### src/rtl/disp_scan_n_pkg.sv
// Shared constants and helpers for multiplexed 7-segment display drivers.
// Segment patterns are active-low {g,f,e,d,c,b,a}; point is added by the decoder.
package disp_scan_n_pkg;

  localparam int unsigned MaxDigits = 32;

  localparam logic [7:0] SegBlank = 8'hFF;

  // Index 0 is the last entry of the concatenation.
  localparam logic [15:0][6:0] HexFont = {
    7'h0E, 7'h06, 7'h21, 7'h46, 7'h03, 7'h08, 7'h10, 7'h00,
    7'h78, 7'h02, 7'h12, 7'h19, 7'h30, 7'h24, 7'h79, 7'h40
  };

  // Digit index to one-hot-low anode select; callers truncate to their width.
  function automatic logic [MaxDigits-1:0] digit_sel(input logic [31:0] idx);
    return ~(MaxDigits'(1) << idx);
  endfunction

endpackage

### src/rtl/hex7seg_decode.sv
// Combinational hex digit + decimal point to active-low 8-bit segment pattern.
module hex7seg_decode
  import disp_scan_n_pkg::*;
(
  input  logic [3:0] hex_i,
  input  logic       point_i,
  output logic [7:0] seg_o
);

  always_comb begin
    seg_o = {~point_i, HexFont[hex_i]};
  end

endmodule

### src/rtl/disp_scan_n.sv
// Multiplexed common-anode 7-segment driver with PWM brightness, per-digit blink,
// leading-zero suppression and frame-synchronous double-buffered data loading.
module disp_scan_n
  import disp_scan_n_pkg::*;
#(
  parameter int unsigned DIGITS     = 4,
  parameter int unsigned SCAN_LOG2  = 17,
  parameter int unsigned BRIGHT_W   = 3,
  parameter int unsigned BLINK_LOG2 = 24
) (
  input  logic                  clk,
  input  logic                  rst,
  input  logic [4*DIGITS-1:0]   hexs,
  input  logic [DIGITS-1:0]     points,
  input  logic [DIGITS-1:0]     les,
  input  logic [DIGITS-1:0]     blink,
  input  logic                  lz_blank,
  input  logic [BRIGHT_W-1:0]   brightness,
  input  logic                  load,
  output logic [DIGITS-1:0]     an,
  output logic [7:0]            segment,
  output logic                  frame_start
);

  localparam int unsigned IdxW = (DIGITS > 1) ? $clog2(DIGITS) : 1;
  localparam logic [IdxW-1:0] LastIdx = IdxW'(DIGITS - 1);

  typedef struct packed {
    logic [4*DIGITS-1:0] hexs;
    logic [DIGITS-1:0]   points;
    logic [DIGITS-1:0]   les;
    logic [DIGITS-1:0]   blink;
  } frame_t;

  localparam frame_t FrameReset = '{hexs: '0, points: '0, les: '1, blink: '0};

  logic [SCAN_LOG2-1:0]  presc_q, presc_d;
  logic [IdxW-1:0]       idx_q, idx_d;
  logic [BLINK_LOG2-1:0] blink_cnt_q, blink_cnt_d;
  frame_t                act_q, act_d, pend_q, pend_d;
  logic                  pend_valid_q, pend_valid_d;
  logic [DIGITS-1:0]     an_q, an_d;
  logic [7:0]            seg_q, seg_d;
  logic                  frame_start_q, frame_start_d;

  logic                  presc_tc, boundary, commit;
  logic [4*DIGITS-1:0]   hex_sh;
  logic [DIGITS-1:0]     digit_mask;
  logic [3:0]            cur_hex;
  logic                  cur_pt, cur_le, cur_bl;
  logic [BRIGHT_W-1:0]   pwm_phase;
  logic                  blank;
  logic [7:0]            dec_seg;

  always_comb begin
    presc_tc = &presc_q;
    boundary = presc_tc && (idx_q == LastIdx);
    commit   = boundary && pend_valid_q;

    presc_d     = presc_q + SCAN_LOG2'(1);
    blink_cnt_d = blink_cnt_q + BLINK_LOG2'(1);
    idx_d       = idx_q;
    if (presc_tc) begin
      idx_d = (idx_q == LastIdx) ? '0 : idx_q + IdxW'(1);
    end

    // Commit reads the pre-load pending copy, so a coincident load stays pending.
    act_d        = commit ? pend_q : act_q;
    pend_d       = pend_q;
    pend_valid_d = commit ? 1'b0 : pend_valid_q;
    if (load) begin
      pend_d       = '{hexs: hexs, points: points, les: les, blink: blink};
      pend_valid_d = 1'b1;
    end
    frame_start_d = commit;
  end

  always_comb begin
    // Shifted hex word: low nibble is the current digit, zero iff it and all above are 0.
    hex_sh     = act_q.hexs >> {idx_q, 2'b00};
    cur_hex    = hex_sh[3:0];
    digit_mask = DIGITS'(1) << idx_q;
    cur_pt     = |(act_q.points & digit_mask);
    cur_le     = |(act_q.les & digit_mask);
    cur_bl     = |(act_q.blink & digit_mask);
    pwm_phase  = presc_q[SCAN_LOG2-1 -: BRIGHT_W];

    blank = cur_le
         || (cur_bl && blink_cnt_q[BLINK_LOG2-1])
         || (pwm_phase > brightness)
         || (lz_blank && (idx_q != '0) && (hex_sh == '0) && !cur_pt);

    an_d  = blank ? {DIGITS{1'b1}} : DIGITS'(digit_sel(32'(idx_q)));
    seg_d = blank ? SegBlank : dec_seg;
  end

  hex7seg_decode u_decode (
    .hex_i   (cur_hex),
    .point_i (cur_pt),
    .seg_o   (dec_seg)
  );

  always_ff @(posedge clk or negedge rst) begin
    if (!rst) begin
      presc_q       <= '0;
      idx_q         <= '0;
      blink_cnt_q   <= '0;
      act_q         <= FrameReset;
      pend_q        <= FrameReset;
      pend_valid_q  <= 1'b0;
      an_q          <= '1;
      seg_q         <= SegBlank;
      frame_start_q <= 1'b0;
    end else begin
      presc_q       <= presc_d;
      idx_q         <= idx_d;
      blink_cnt_q   <= blink_cnt_d;
      act_q         <= act_d;
      pend_q        <= pend_d;
      pend_valid_q  <= pend_valid_d;
      an_q          <= an_d;
      seg_q         <= seg_d;
      frame_start_q <= frame_start_d;
    end
  end

  assign an          = an_q;
  assign segment     = seg_q;
  assign frame_start = frame_start_q;

endmodule

### config.mk
export PLATFORM = sky130hd
export DESIGN_NAME = disp_scan_n
export DESIGN_NICKNAME = d
export VERILOG_FILES = /design/src/rtl/disp_scan_n_pkg.sv /design/src/rtl/hex7seg_decode.sv /design/src/rtl/disp_scan_n.sv
export SDC_FILE = /design/constraint.sdc
export NUM_CORES = 1
export LEC_CHECK = 0
export ABC_CLOCK_PERIOD_IN_PS = 2400
export CAP_MARGIN = 0
export CORE_AREA = 5 5 104 106
export CTS_CLUSTER_SIZE = 28
export DETAILED_ROUTE_END_ITERATION = 10
export DIE_AREA = 0 0 109 111
export HOLD_SLACK_MARGIN = 0.12
export PLACE_DENSITY = 0.74
export REMOVE_ABC_BUFFERS = 1
export SETUP_SLACK_MARGIN = 0.5
export SYNTH_ARGS = -nofsm -noshare
export SYNTH_HDL_FRONTEND = slang
export SYNTH_SLANG_ARGS = --single-unit
### constraint.sdc
create_clock -name clk -period 2.4 [get_ports clk]
set_input_delay 0.48 -clock clk [delete_from_list [all_inputs] [get_ports clk]]
set_output_delay 0.48 -clock clk [all_outputs]
set_load 0.05 [all_outputs]
## After elaboration in Yosys (flattened, before gate mapping)

Memory sizes are Yosys's and may differ from the RTL's.
Cells that the tools add are included.

- $add $sub $neg: 3
- Magnitude comparators: 2
- Eq/ne operators: 1
- Shifts and indexed selects: 3
- Muxes and demuxes: 6
- Bitwise gates (word level): 5
- Reductions and logical operators: 17

Operators by type and width:

| kind | count |
|---|---|
| 24-bit by 1-bit adder with 24-bit output, second input constant | 1 |
| 17-bit by 1-bit adder with 17-bit output, second input constant | 1 |
| 17-bit AND reduction | 1 |
| 16-bit logical NOT | 1 |
| 16-bit by 4-bit >> shifter with 16-bit output | 1 |
| 4-bit AND | 3 |
| 4-bit OR reduction | 3 |
| 8-bit 2-to-1 mux | 1 |
| 1-bit by 2-bit left shift with 4-bit output, first input constant | 2 |
| 7-bit 2-to-1 mux | 1 |
| 1-bit logical AND | 6 |
| 4-bit by 5-bit < comparator with 1-bit output, second input constant | 1 |
| 4-bit 2-to-1 mux | 1 |
| 4-bit NOT | 1 |
| 2-bit nonzero test | 2 |
| 3-bit > comparator | 1 |
| 1-bit logical OR | 3 |
| 2-bit by 1-bit adder with 2-bit output, second input constant | 1 |
| 2-bit == test, second input constant | 1 |
| 1-bit 2-to-1 mux | 2 |
| 2-bit 2-to-1 mux | 1 |
| 1-bit logical NOT | 1 |
| 1-bit NOT | 1 |

- Flip-flop bits (word level): 113
- ROM bits: 112
- Bits of input ports: 35
- Output and inout port bits: 13
- Logic and storage cells: 53
- Memories: 1

Memories:

| name | words | bits a word | rd ports | clocked after Yosys merged registers in | wr ports | RTL line | text |
|---|---|---|---|---|---|---|---|
| (name not given) | 16 | 7 | 1 | 0 | 0 | hex7seg_decode.sv:11 | `seg_o = {~point_i, HexFont[hex_i]};` |

## Depth between registers and ports, before layout

Gate-level depths: netlist (run 1).

- Word-level depth: 8
- Depth in mapped cells: 11
- Gate-level depth less buffers: 9

## By module

A second synthesis (run 1) with hierarchy kept.

- Cell total of the unflattened synthesis: 367
- Area total of the unflattened synthesis: 4,932.2 um^2

Modules (own cells, without submodules):

| module | times used | cells each | area an instance (um^2) | sequential area each (um^2) |
|---|---|---|---|---|
| disp_scan_n | 1 | 334 | 4,653.2 | 2,852.7 |
| hex7seg_decode | 1 | 33 | 279.0 | 0.0 |

## Least setup slack after synthesis (run 1)

No wires, ideal clock.

- Path type: register -> register
- Start: reg presc_q[0]
- End: reg act_q[0] in the netlist's numbering
- Library setup time: 125 ps
- Arrival: 2,117 ps
- Required time: 2,275 ps
- Setup slack: 159 ps
- Stages on the path, launching flop included: 12
- Buffers on the path: 2
- Clock period less this slack: 2,241 ps
- Path through: dfrtp_1 ha_1 inv_1 nor2_1 nand3_1 nor2_1 and3_1 ha_1 nand3_1 buf_2 buf_2 mux2_2

- Cells in the longest elaborated chain, start to end: 3

Ends and longest elaborated chain:

| what | RTL line | text |
|---|---|---|
| from (decl) | disp_scan_n.sv:37 | `logic [SCAN_LOG2-1:0] presc_q, presc_d;` |
| from (signal assigned) | disp_scan_n.sv:115 | `presc_q <= presc_d;` |
| 17-bit AND reduction | disp_scan_n.sv:56 | `presc_tc = &presc_q;` |
| 1-bit logical AND | disp_scan_n.sv:57 | `boundary = presc_tc && (idx_q == LastIdx);` |
| 1-bit logical AND | disp_scan_n.sv:58 | `commit = boundary && pend_valid_q;` |
| to (signal assigned) | disp_scan_n.sv:108 | `act_q <= FrameReset;` |
| to (signal assigned) | disp_scan_n.sv:118 | `act_q <= act_d;` |
| to (decl) | disp_scan_n.sv:40 | `frame_t act_q, act_d, pend_q, pend_d;` |

No other way between the ends.
A chain may end at the register's enable or synchronous reset.

## Worst setup path in the final report (run 1)

- Start: reg presc_q[1]
- End: reg act_q[1] in the netlist's numbering

Same word-level chain as after synthesis.

==> results of run 1 <==
## layer usage
layer | part of all wire (%) | up-vias | global-route usage, % | routed length (µm)
li1 | - | 1483 | - | -
met1 | 43 | 1563 | 21.8 | 4260
met2 | 50 | 64 | 27.4 | 5020
met3 | 5.3 | 17 | 6.52 | 533
met4 | 1.9 | 0 | 7.58 | 187
met5 | 0 | - | 0 | 0
## placed cells by master, fill, tap and decap left out, types with 11 or more instances in the layout
cell type         n
dfrtp_1          91
xnor2_1          26
clkdlybuf4s50_1  33
dfstp_2          20
buf_4            32
clkbuf_16        16
buf_2            11
mux2_2           56
nand2_1          31
nand3_1          18
## worst reg2reg max path: cells and delay by family (launching register included)
family,cells,cell delay [ps]
adders and majority gates,2,360
buffers and inverters,2,330
DFF,1,370
muxes,1,280
and+or+nand+nor,5,600
## cells by family after synthesis
family	share of synthesized area [%]
buffers and inverters	2.42
DFF	58.7
and+or+nand+nor	9.11
adders and majority gates	4.12
AOI/OAI and AO/OA	3.78
muxes	15.4
xor gates and xnor gates	6.48
## per-stage QoR
stage | TNS, ps | area, µm²
after floorplan | -12040 | 4790
after global placement | -14.1 | 5530
after detailed placement | -264 | 5530
after CTS | 0 | 6530
after global routing | 0 | 6640
final | 0 | 6640
## power breakdown
| group | total, W | leakage, nW | switching (W) | internal, W |
|---|---|---|---|---|
| Combinational | 0.000203 | 1.28 | 0.0000939 | 0.000109 |
| Sequential | 0.00200 | 1.42 | 0.0000280 | 0.00197 |
| Clock | 0.00272 | 0.317 | 0.000859 | 0.00186 |
## registers in the layout, summed over array words and instances (netlist names)
| register | cells |
|---|---|
| pend_q | 28 |
| presc_q | 17 |
| frame_start | 1 |
| idx_q | 2 |
| act_q | 28 |
| blink_cnt_q | 24 |
| pend_valid_q | 1 |
| segment | 8 |
| an | 4 |
## worst max-delay path by stage
| stage | start | to | slack (ps) |
|---|---|---|---|
| 2_1_floorplan | idx_q[0] | segment[2] | -440 |
| 3_3_place_gp | brightness[1] | segment[2] | -10 |
| 5_1_grt | presc_q[1] | act_q[1] | 250 |
| 3_5_place_dp | brightness[1] | segment[2] | -80 |
| 4_1_cts | presc_q[1] | act_q[8] | 350 |
| 6_report | presc_q[1] | act_q[1] | 330 |
## area by class of cell
class / count / area (µm²) / area share, %
multi-input cells: 230 / 2080 / 31.3
inverters: 13 / 52.6 / 0.792
flip-flops and latches: 113 / 2860 / 43.0
repair buffers: 90 / 846 / 12.7
clock inverters: 11 / 183 / 2.75
well taps: 133 / 166 / 2.51
clock buffers: 21 / 459 / 6.92
## what timing repair did
| item | in CTS | in global routing |
|---|---|---|
| resized for setup | 92 | 23 |
| setup endpoints to repair | 53 | 46 |
| pin swaps | 5 | 5 |
| cloned | 4 | 0 |
| hold endpoints to repair | 39 | 0 |
| buffers inserted | 16 | 11 |
| hold buffers | 1 | 0 |
==> reports/summary.txt, run 1 <==
Count of endpoints failing setup in the final report: 0
Tmin final: 2070 ps
CTS HTree Levels: 4
Unrepaired setup endpoints after global routing: true
Share of synthesized area occupied by flip-flops and latches: 58.7%
Number of placed I/O pins: 48
Placement-stage worst setup slack: -77.6 ps
Fill count: 649
Number of routed nets with antenna violations: 0
Largest stage delay on the critical path: 370 ps
Number of global-route vias before repair: 3,320
Hold Path Sink: presc_q[10]
Worst Hold Margin: 464 ps
Hold Path Class: reg -> reg
Slowest cell on the critical path: dfrtp_1
Reg2reg start: presc_q[1]
Setup skew after layout: 6.58 ps
Maximum fanout along the worst path: 6
Non-filler instance count after layout: 611
Drt via density: 5.12
Clock sink total: 113
Global-route wire length before repair: 16.3 mm
Post-synthesis async set-or-reset flop share: 100%
Antenna diode count: 0
Netlist area before placement: 0.00486 mm²
CP Launch Type: register
Root Driver: clkbuf_8
Maximum root-to-sink buffer count: 2
Gate count of the mapped netlist: 367
Critical path, cell by cell: ha_2, inv_2, nor2_4, nand3_2, nor2_2, and3_4, ha_4, nand3_4, bufbuf_16, mux2_2
Fraction of the cycle the final worst path needs: 86.1%
Maximum number of pins on one net before global-route repair: 45
Routed WL: 10.0 mm
Most used standard cell by instance count after synthesis: dfrtp_1
Cell types occupying the most area after synthesis: dfrtp_1 (48%), mux2_2 (13%), dfstp_2 (11%), xnor2_1 (4.7%), ha_1 (4.1%)
Inst Count DP: 547
Aggregate global-route resource usage: 17.6%
Peak supply drop: 0.820 mV
Count of unique library cells instantiated by Yosys: 39
Global route total overflow: 0
Die Y-Extent: 111 µm
Kind of capture point of the worst setup path: register
Flop-to-flop setup slack: 330 ps
Total of buffers placed on input and output ports: 47
Util after Layout: 68.5%
Sum of internal, switching and leakage power: 0.00492 W
Total buffers and inverters traversed by the critical path: 2
1st-pass router iterations: 4
Hold Path Stages: 1
Data required time at the worst endpoint: 2800 ps
Number of enable-type register cells in the synthesized netlist: 0
Power per standard cell area: 741 mW/mm²
Outcome: finished clean
Number of synthesized register bits: 113
Final weighted congestion in routability-driven placement: 0.839
Fraction of synthesized cell area taken by the top area cell type: 47.9%
Average size of a mapped cell: 13.3 µm²
Horizontal extent of the die: 109 µm
Number of placement rows: 36
Worst path arrival time: 2470 ps
Crit path max-delay family: simple AND/OR/NAND/NOR gates
Remaining routing DRC violations: 0
Detail-routed net length per standard cell: 16.4 µm
Commonest cells in the synthesized netlist: dfrtp_1 (93), mux2_2 (57), nand2_1 (33), xnor2_1 (26), nand3_1 (21)
Post-synthesis cell type with the largest combined area: dfrtp_1
Post-layout nets: 516
CTS tree: built
Core area: 0.00968 mm²
Max-capacitance violation count: 0
Yosys synthesis warning count: 0
Crit Reg-Reg Endpoint: act_q[1]
Clock network latency to the later pin of the worst-skew pair: 520 ps
Worst reg-to-reg path cell count: 10
Most used flip-flop cell after synthesis: dfrtp_1
Initial core utilization: 50.2%
Number of vias in the routed layout: 3,127
Measured slew at the worst slew-check pin: 574 ps
Static leakage: 3.01 nW
Antenna violations before repair: 0
Hold Violations, Final: 0
Clk pin slew, worst setup/hold paths: 60 ps
Clock buffers created by TritonCTS: 17
Min-Delay Startpoint: presc_q[10]
Total die area: 0.0121 mm²
Number of logic stages on the critical path including buffering: 10
Layout area overhead: 36.5%
Worst rel slew slack: 61.7%
Detailed placer's ending HPWL: 5.81 mm
Violation count after the first detailed-routing iteration: 128
Category of the most critical setup path: reg -> reg
Fraction of final layout cells sized beyond drive strength 1: 42.1%
Number of max-slew violations in the final report: 0
Worst setup margin: 335 ps
Highest achievable clock rate: 0.484 GHz
Note: power is estimated with default switching activity, not from simulation.
==> run 2, diff against run 1 <==
Settings changed: CTS_CLUSTER_DIAMETER from default to 120, CTS_CLUSTER_SIZE 28 to 16.
==> results of run 2 <==
Final layout, timing and power as in run 1 (identical DEF).
